`src/rtl/sha1_padder.sv`:
```
// SHA-1 message padder: packs a byte stream into 512-bit blocks, appends the
// 0x80 marker, zero fill and the 64-bit big-endian bit length.
module sha1_padder (
    input  logic         clk,
    input  logic         reset,
    input  logic         in_valid,
    output logic         in_ready,
    input  logic [7:0]   in_data,
    input  logic         in_last,
    output logic         blk_valid,
    input  logic         blk_ready,
    output logic [511:0] blk_data,
    output logic         blk_last,
    output logic         busy
);

    typedef enum logic [1:0] {S_FILL, S_PAD, S_LEN, S_EMIT} state_t;

    state_t        r_state, w_state_nxt;
    logic [5:0]    r_ptr, w_ptr_nxt;
    logic [60:0]   r_cnt, w_cnt_nxt;
    logic          r_pad_started, w_pad_started_nxt;
    logic          r_msg_done, w_msg_done_nxt;
    logic          r_last, w_last_nxt;
    logic [511:0]  r_buf;

    logic          w_wr_en;
    logic [7:0]    w_wr_byte;
    logic          w_len_wr;
    logic [8:0]    w_bit_base;
    logic [63:0]   w_len;

    // Byte p sits in word p/4, most significant byte first.
    assign w_bit_base = {r_ptr[5:2], ~r_ptr[1:0], 3'b000};
    assign w_len      = {r_cnt, 3'b000};

    always_comb begin
        w_state_nxt       = r_state;
        w_ptr_nxt         = r_ptr;
        w_cnt_nxt         = r_cnt;
        w_pad_started_nxt = r_pad_started;
        w_msg_done_nxt    = r_msg_done;
        w_last_nxt        = r_last;
        w_wr_en           = 1'b0;
        w_wr_byte         = in_data;
        w_len_wr          = 1'b0;
        case (r_state)
            S_FILL: begin
                if (in_valid) begin
                    w_wr_en   = 1'b1;
                    w_ptr_nxt = r_ptr + 6'd1;
                    w_cnt_nxt = r_cnt + 61'd1;
                    if (in_last) begin
                        w_msg_done_nxt    = 1'b1;
                        w_pad_started_nxt = 1'b0;
                    end
                    if (r_ptr == 6'd63) begin
                        w_state_nxt = S_EMIT;
                        w_last_nxt  = 1'b0;
                    end else if (in_last) begin
                        w_state_nxt = S_PAD;
                    end
                end
            end
            S_PAD: begin
                w_wr_en           = 1'b1;
                w_wr_byte         = r_pad_started ? 8'h00 : 8'h80;
                w_pad_started_nxt = 1'b1;
                w_ptr_nxt         = r_ptr + 6'd1;
                if (r_ptr == 6'd55) begin
                    w_state_nxt = S_LEN;
                end else if (r_ptr == 6'd63) begin
                    w_state_nxt = S_EMIT;
                    w_last_nxt  = 1'b0;
                end
            end
            S_LEN: begin
                w_len_wr    = 1'b1;
                w_ptr_nxt   = 6'd0;
                w_state_nxt = S_EMIT;
                w_last_nxt  = 1'b1;
            end
            S_EMIT: begin
                if (blk_ready) begin
                    w_last_nxt = 1'b0;
                    if (r_last) begin
                        w_state_nxt       = S_FILL;
                        w_cnt_nxt         = '0;
                        w_ptr_nxt         = '0;
                        w_pad_started_nxt = 1'b0;
                        w_msg_done_nxt    = 1'b0;
                    end else begin
                        // A message that already ended keeps padding into the next block.
                        w_state_nxt = r_msg_done ? S_PAD : S_FILL;
                    end
                end
            end
            default: w_state_nxt = S_FILL;
        endcase
    end

    always_ff @(posedge clk) begin
        if (reset) begin
            r_state       <= S_FILL;
            r_ptr         <= '0;
            r_cnt         <= '0;
            r_pad_started <= 1'b0;
            r_msg_done    <= 1'b0;
            r_last        <= 1'b0;
        end else begin
            r_state       <= w_state_nxt;
            r_ptr         <= w_ptr_nxt;
            r_cnt         <= w_cnt_nxt;
            r_pad_started <= w_pad_started_nxt;
            r_msg_done    <= w_msg_done_nxt;
            r_last        <= w_last_nxt;
        end
    end

    always_ff @(posedge clk) begin
        if (reset) begin
            r_buf <= '0;
        end else begin
            if (w_wr_en)
                r_buf[w_bit_base +: 8] <= w_wr_byte;
            // Word 14 takes the upper length half, word 15 the lower.
            if (w_len_wr)
                r_buf[511:448] <= {w_len[31:0], w_len[63:32]};
        end
    end

    assign in_ready  = (r_state == S_FILL) && !reset;
    assign blk_valid = (r_state == S_EMIT);
    assign blk_data  = r_buf;
    assign blk_last  = r_last;
    assign busy      = !((r_state == S_FILL) && (r_ptr == 6'd0) && (r_cnt == 61'd0));

endmodule
```
`config.mk`:
```
export PLATFORM = sky130hd
export DESIGN_NAME = sha1_padder
export DESIGN_NICKNAME = d
export VERILOG_FILES = /design/src/rtl/sha1_padder.sv
export SDC_FILE = /design/constraint.sdc
export NUM_CORES = 1
export LEC_CHECK = 0
export ABC_AREA = 1
export BUFFER_PORTS_ARGS = -buffer_cell sky130_fd_sc_hd__buf_2
export CAP_MARGIN = 15
export CORE_MARGIN = 4
export CORE_UTILIZATION = 54
export CTS_CLUSTER_SIZE = 16
export DETAILED_ROUTE_END_ITERATION = 7
export PLACE_DENSITY = 0.75
export SYNTH_ARGS = -nofsm -noshare
export SYNTH_HDL_FRONTEND = slang
export SYNTH_SLANG_ARGS = --single-unit
export TNS_END_PERCENT = 100
```
`constraint.sdc`:
```
create_clock -name clk -period 2.7 [get_ports clk]
set_input_delay 0.135 -clock clk [delete_from_list [all_inputs] [get_ports clk]]
set_output_delay 0.135 -clock clk [all_outputs]
set_load 0.05 [all_outputs]
```
==> metrics.cfg <==
[synth]
post_synth_and_or_nand_nor_area_fraction_pct = 24.0
synth_enable_flop_cells = 0
syn-cell-area_sq_mm = 0.0240
synth.top_cells.by_area = dfxtp_1 (49%), nor2_1 (9.3%), nand2_1 (8.8%)
synth_compound_gate_area_share_pct = 18.1
synth_sequential_area_ratio_pct = 48.8
yosys-mux-area-fraction_pct = 0
post_synth_num_cell_types = 38
post_synth.cell_area_avg_sq_um = 7.15
yosys_warnings = 0
synth_top_cell_by_area = dfxtp_1
ys_ff_latch = 584
post_synth_inst_count = 3350
yosysTopAreaCellShare_pct = 48.8
postSynth.topFlopCell = dfxtp_1
postSynth.asyncResetShare_pct = 0
synthXorXnorAreaFrac_pct = 0.0366
dominant_combinational_cell_family_by_area_after_synthesis = simple AND/OR/NAND/NOR gates
syn-num-nets = 3372
synthAdderAreaFrac_pct = 0.470

[worst_setup_path]
minimum_setup_slack_among_reg_to_reg_paths_ns = 0.06
path_cells = ha_1 > inv_1 > nand2_1 > nand2_2 > inv_2 > buf_4 > nor3_2 > nand2_1 > nor2_2 > o21ai_0 > a21oi_1
critical-path-top-cell-by-count = nand2_1
setup.worst_path.end_class = register
worst_ep_arrival_time_ns = 3.18
path_max_fanout = 15
crit_type = register to register
cpPeakStageDelay_ns = 0.48
cp_data_required_time_ns = 3.24
critical-path-slowest-cell = nor2_2
crit_path_start_kind = register

[sta]
final.period_utilization_pct = 97.8
worst-slew-pin-transition_ns = 0.780
timing.hold.ws_ns = 0.0709
setup_violations = 0
timing.clock.skew_ns = 0.0147
report.final.hold_viol_count = 0
final_critical_period_ns = 2.64
grt_setup_unrepaired = yes
fin_tns_setup_ns = 0
relSlewSlack_pct = 47.6
drv_slew = 0
maxClockFrequency_mhz = 379
worst_slack_ns = 0.0597

[pwr]
clockPowerShare_pct = 34.6
p_int_uw = 14800
power.switching_fraction_pct = 35.8
p_leak_uw = 0.0137
peakVddDrop_uv = 689
p_total_uw = 23100
seq_power_share_pct = 40.0
power.density_mw_per_mm2 = 786
p_switching_uw = 8260
power.combinational.fraction_pct = 25.4

[detailed_routing]
routed_via_density = 5.44
detailedRoute.firstPassIterationCount = 8
vias = 24451
ant_nets = 0
drtIter0Drc = 2566
post_drt_wl_per_cell_um = 19.5
drc = 0
routed_wirelength_um = 87800

[place]
final_estimated_routing_congestion_in_global_placement = 0.951
pre_cts_ws_ns = 0.0685
io_buffer_count = 528
hpwl_reported_at_the_end_of_detailed_placement_um = 65300

[clocking]
clockRootBuffer = clkbuf_16
clock_tree.htree_level_count = 2
cts_tree = yes
clk_pin_slew_ns = 0.06
clk-insertion-delay-late_ns = 0.62
cts_inserted_buffers = 58
cts.sink_count = 584
cts.path.max_buffers = 3

[layout]
insertedDiodeCount = 0
syn_to_final_growth_pct = 22.5
final_layout_size_suffix_gt1_share_pct = 20.4
final_net_count = 3892
layout.area.seq_sq_mm = 0.0117
final_cell_mix = nor2_1 (593), dfxtp_1 (584), nand2_1 (552)
filler_cell_count = 3888
final_common_cell = nor2_1
multi_input_area_sq_mm = 0.0103

[floorplan]
dieArea_sq_mm = 0.0478
core_sq_mm = 0.0435
floorplan.die.width_um = 219
dieHeight_um = 219
initial_core_util_pct = 55.1
std_cell_rows = 76
design.portCount = 529

[hold_path]
hold_crit_class = primary input to register

[grt]
gr_overflow_total = 0
grt_pass1_wl_um = 131000
antenna_found_initial = 0
global_route.usage.total_pct = 34.9
grt_max_degree = 157
vias_in_the_first_global_route = 22174

[status]
outcome = finished clean

[job]
max-cap-violations = 0

==> metal layers <==
layer | vias to the layer above | global-route usage [%] | share of wire [%]
met5 | - | 0 | 0
met4 | 0 | 14.9 | 4.5
met3 | 196 | 7.72 | 9.0
met2 | 1100 | 57.1 | 46
met1 | 11303 | 44.7 | 40
li1 | 11852 | - | -
==> through the flow <==
stage,area (sq um),util [%],cells
detailed placement,27400,63.0,4392
floorplan,24000,-,3350
finish,29300,67.5,4494
CTS,29200,67.2,4492
global route,29300,67.5,4494
global placement,27400,63.0,4392
==> power by group through the flow <==
| stage | Sequential (uW) | Combinational [uW] | Clock, uW |
|---|---|---|---|
| 6_report | 9230 | 5860 | 7990 |
| 2_1_floorplan | 10400 | 2720 | 0 |
| 3_5_place_dp | 9400 | 5690 | 0 |
| 5_1_grt | 9260 | 6230 | 8400 |
| 3_3_place_gp | 9400 | 5670 | 0 |
| 4_1_cts | 9220 | 5710 | 8050 |
==> synth_stat cells, types with 2 or more instances <==
| library cell | n |
|---|---|
| nand3_1 | 80 |
| a31oi_1 | 3 |
| nand3b_1 | 2 |
| buf_1 | 10 |
| o31ai_1 | 3 |
| a2bb2oi_1 | 11 |
| nand2_4 | 2 |
| nand4_1 | 32 |
| nand4_2 | 3 |
| nand2_1 | 564 |
| ha_1 | 9 |
| buf_4 | 2 |
| nor3b_1 | 3 |
| nor3_2 | 4 |
| nor2_4 | 7 |
| dfxtp_1 | 584 |
| o21ai_0 | 411 |
| a21oi_1 | 345 |
| buf_2 | 49 |
| nor4_1 | 13 |
| clkbuf_1 | 95 |
| nor2_1 | 596 |
| nand2_2 | 8 |
| inv_2 | 18 |
| a211oi_1 | 41 |
| and3_1 | 3 |
| o21ai_1 | 9 |
| o21a_1 | 3 |
| nor3_1 | 44 |
| nor2_2 | 30 |
| inv_1 | 359 |
==> area by class of cell <==
cell class	instances	area share, %
flip-flops and latches	584	39.8
multi-input cells	2232	35.1
repair buffers	616	11.4
clock buffers	79	5.56
inverters	378	4.88
well taps	585	2.49
clock inverters	20	0.767
==> path summary, 6_finish.rpt <==
check,from,cells past startpoint,endpoint
max,r_ptr[0],11,blk_data[40]
min,reset,4,blk_data[297]
max reg2reg,r_ptr[0],11,blk_data[40]
min reg2reg,blk_data[205],2,blk_data[205]
==> worst max-delay path, delay by kind of cell, from the launching register on <==
kind,cells,cell delay [ns]
flops,1,0.35
simple gates,5,1.24
buf+inv,3,0.37
compound gates,2,0.36
fa+ha+maj,1,0.24
==> logic make-up (layout without fill, tap and decap cells) <==
| group | Yosys count | after routing |
|---|---|---|
| DFF | 584 | 584 |
| adders and majority gates | 9 | 9 |
| xor gates and xnor gates | 1 | 1 |
| AOI/OAI and AO/OA | 829 | 829 |
| buffers and inverters | 534 | 1093 |
| and+or+nand+nor | 1393 | 1393 |
==> what timing repair did <==
action	CTS	global route
hold endpoints to repair	2	0
gates resized for setup	0	28
hold buffers	1	0
buffers inserted	0	2
endpoints found under the setup margin	0	173
==> state kept, by name, summed over array words and instances (netlist names) <==
| name | cells |
|---|---|
| blk_data | 512 |
| blk_last | 1 |
| r_cnt | 61 |
| r_msg_done | 1 |
| r_pad_started | 1 |
| r_ptr | 6 |
| r_state | 2 |
Power figures use the tool's default switching activity.
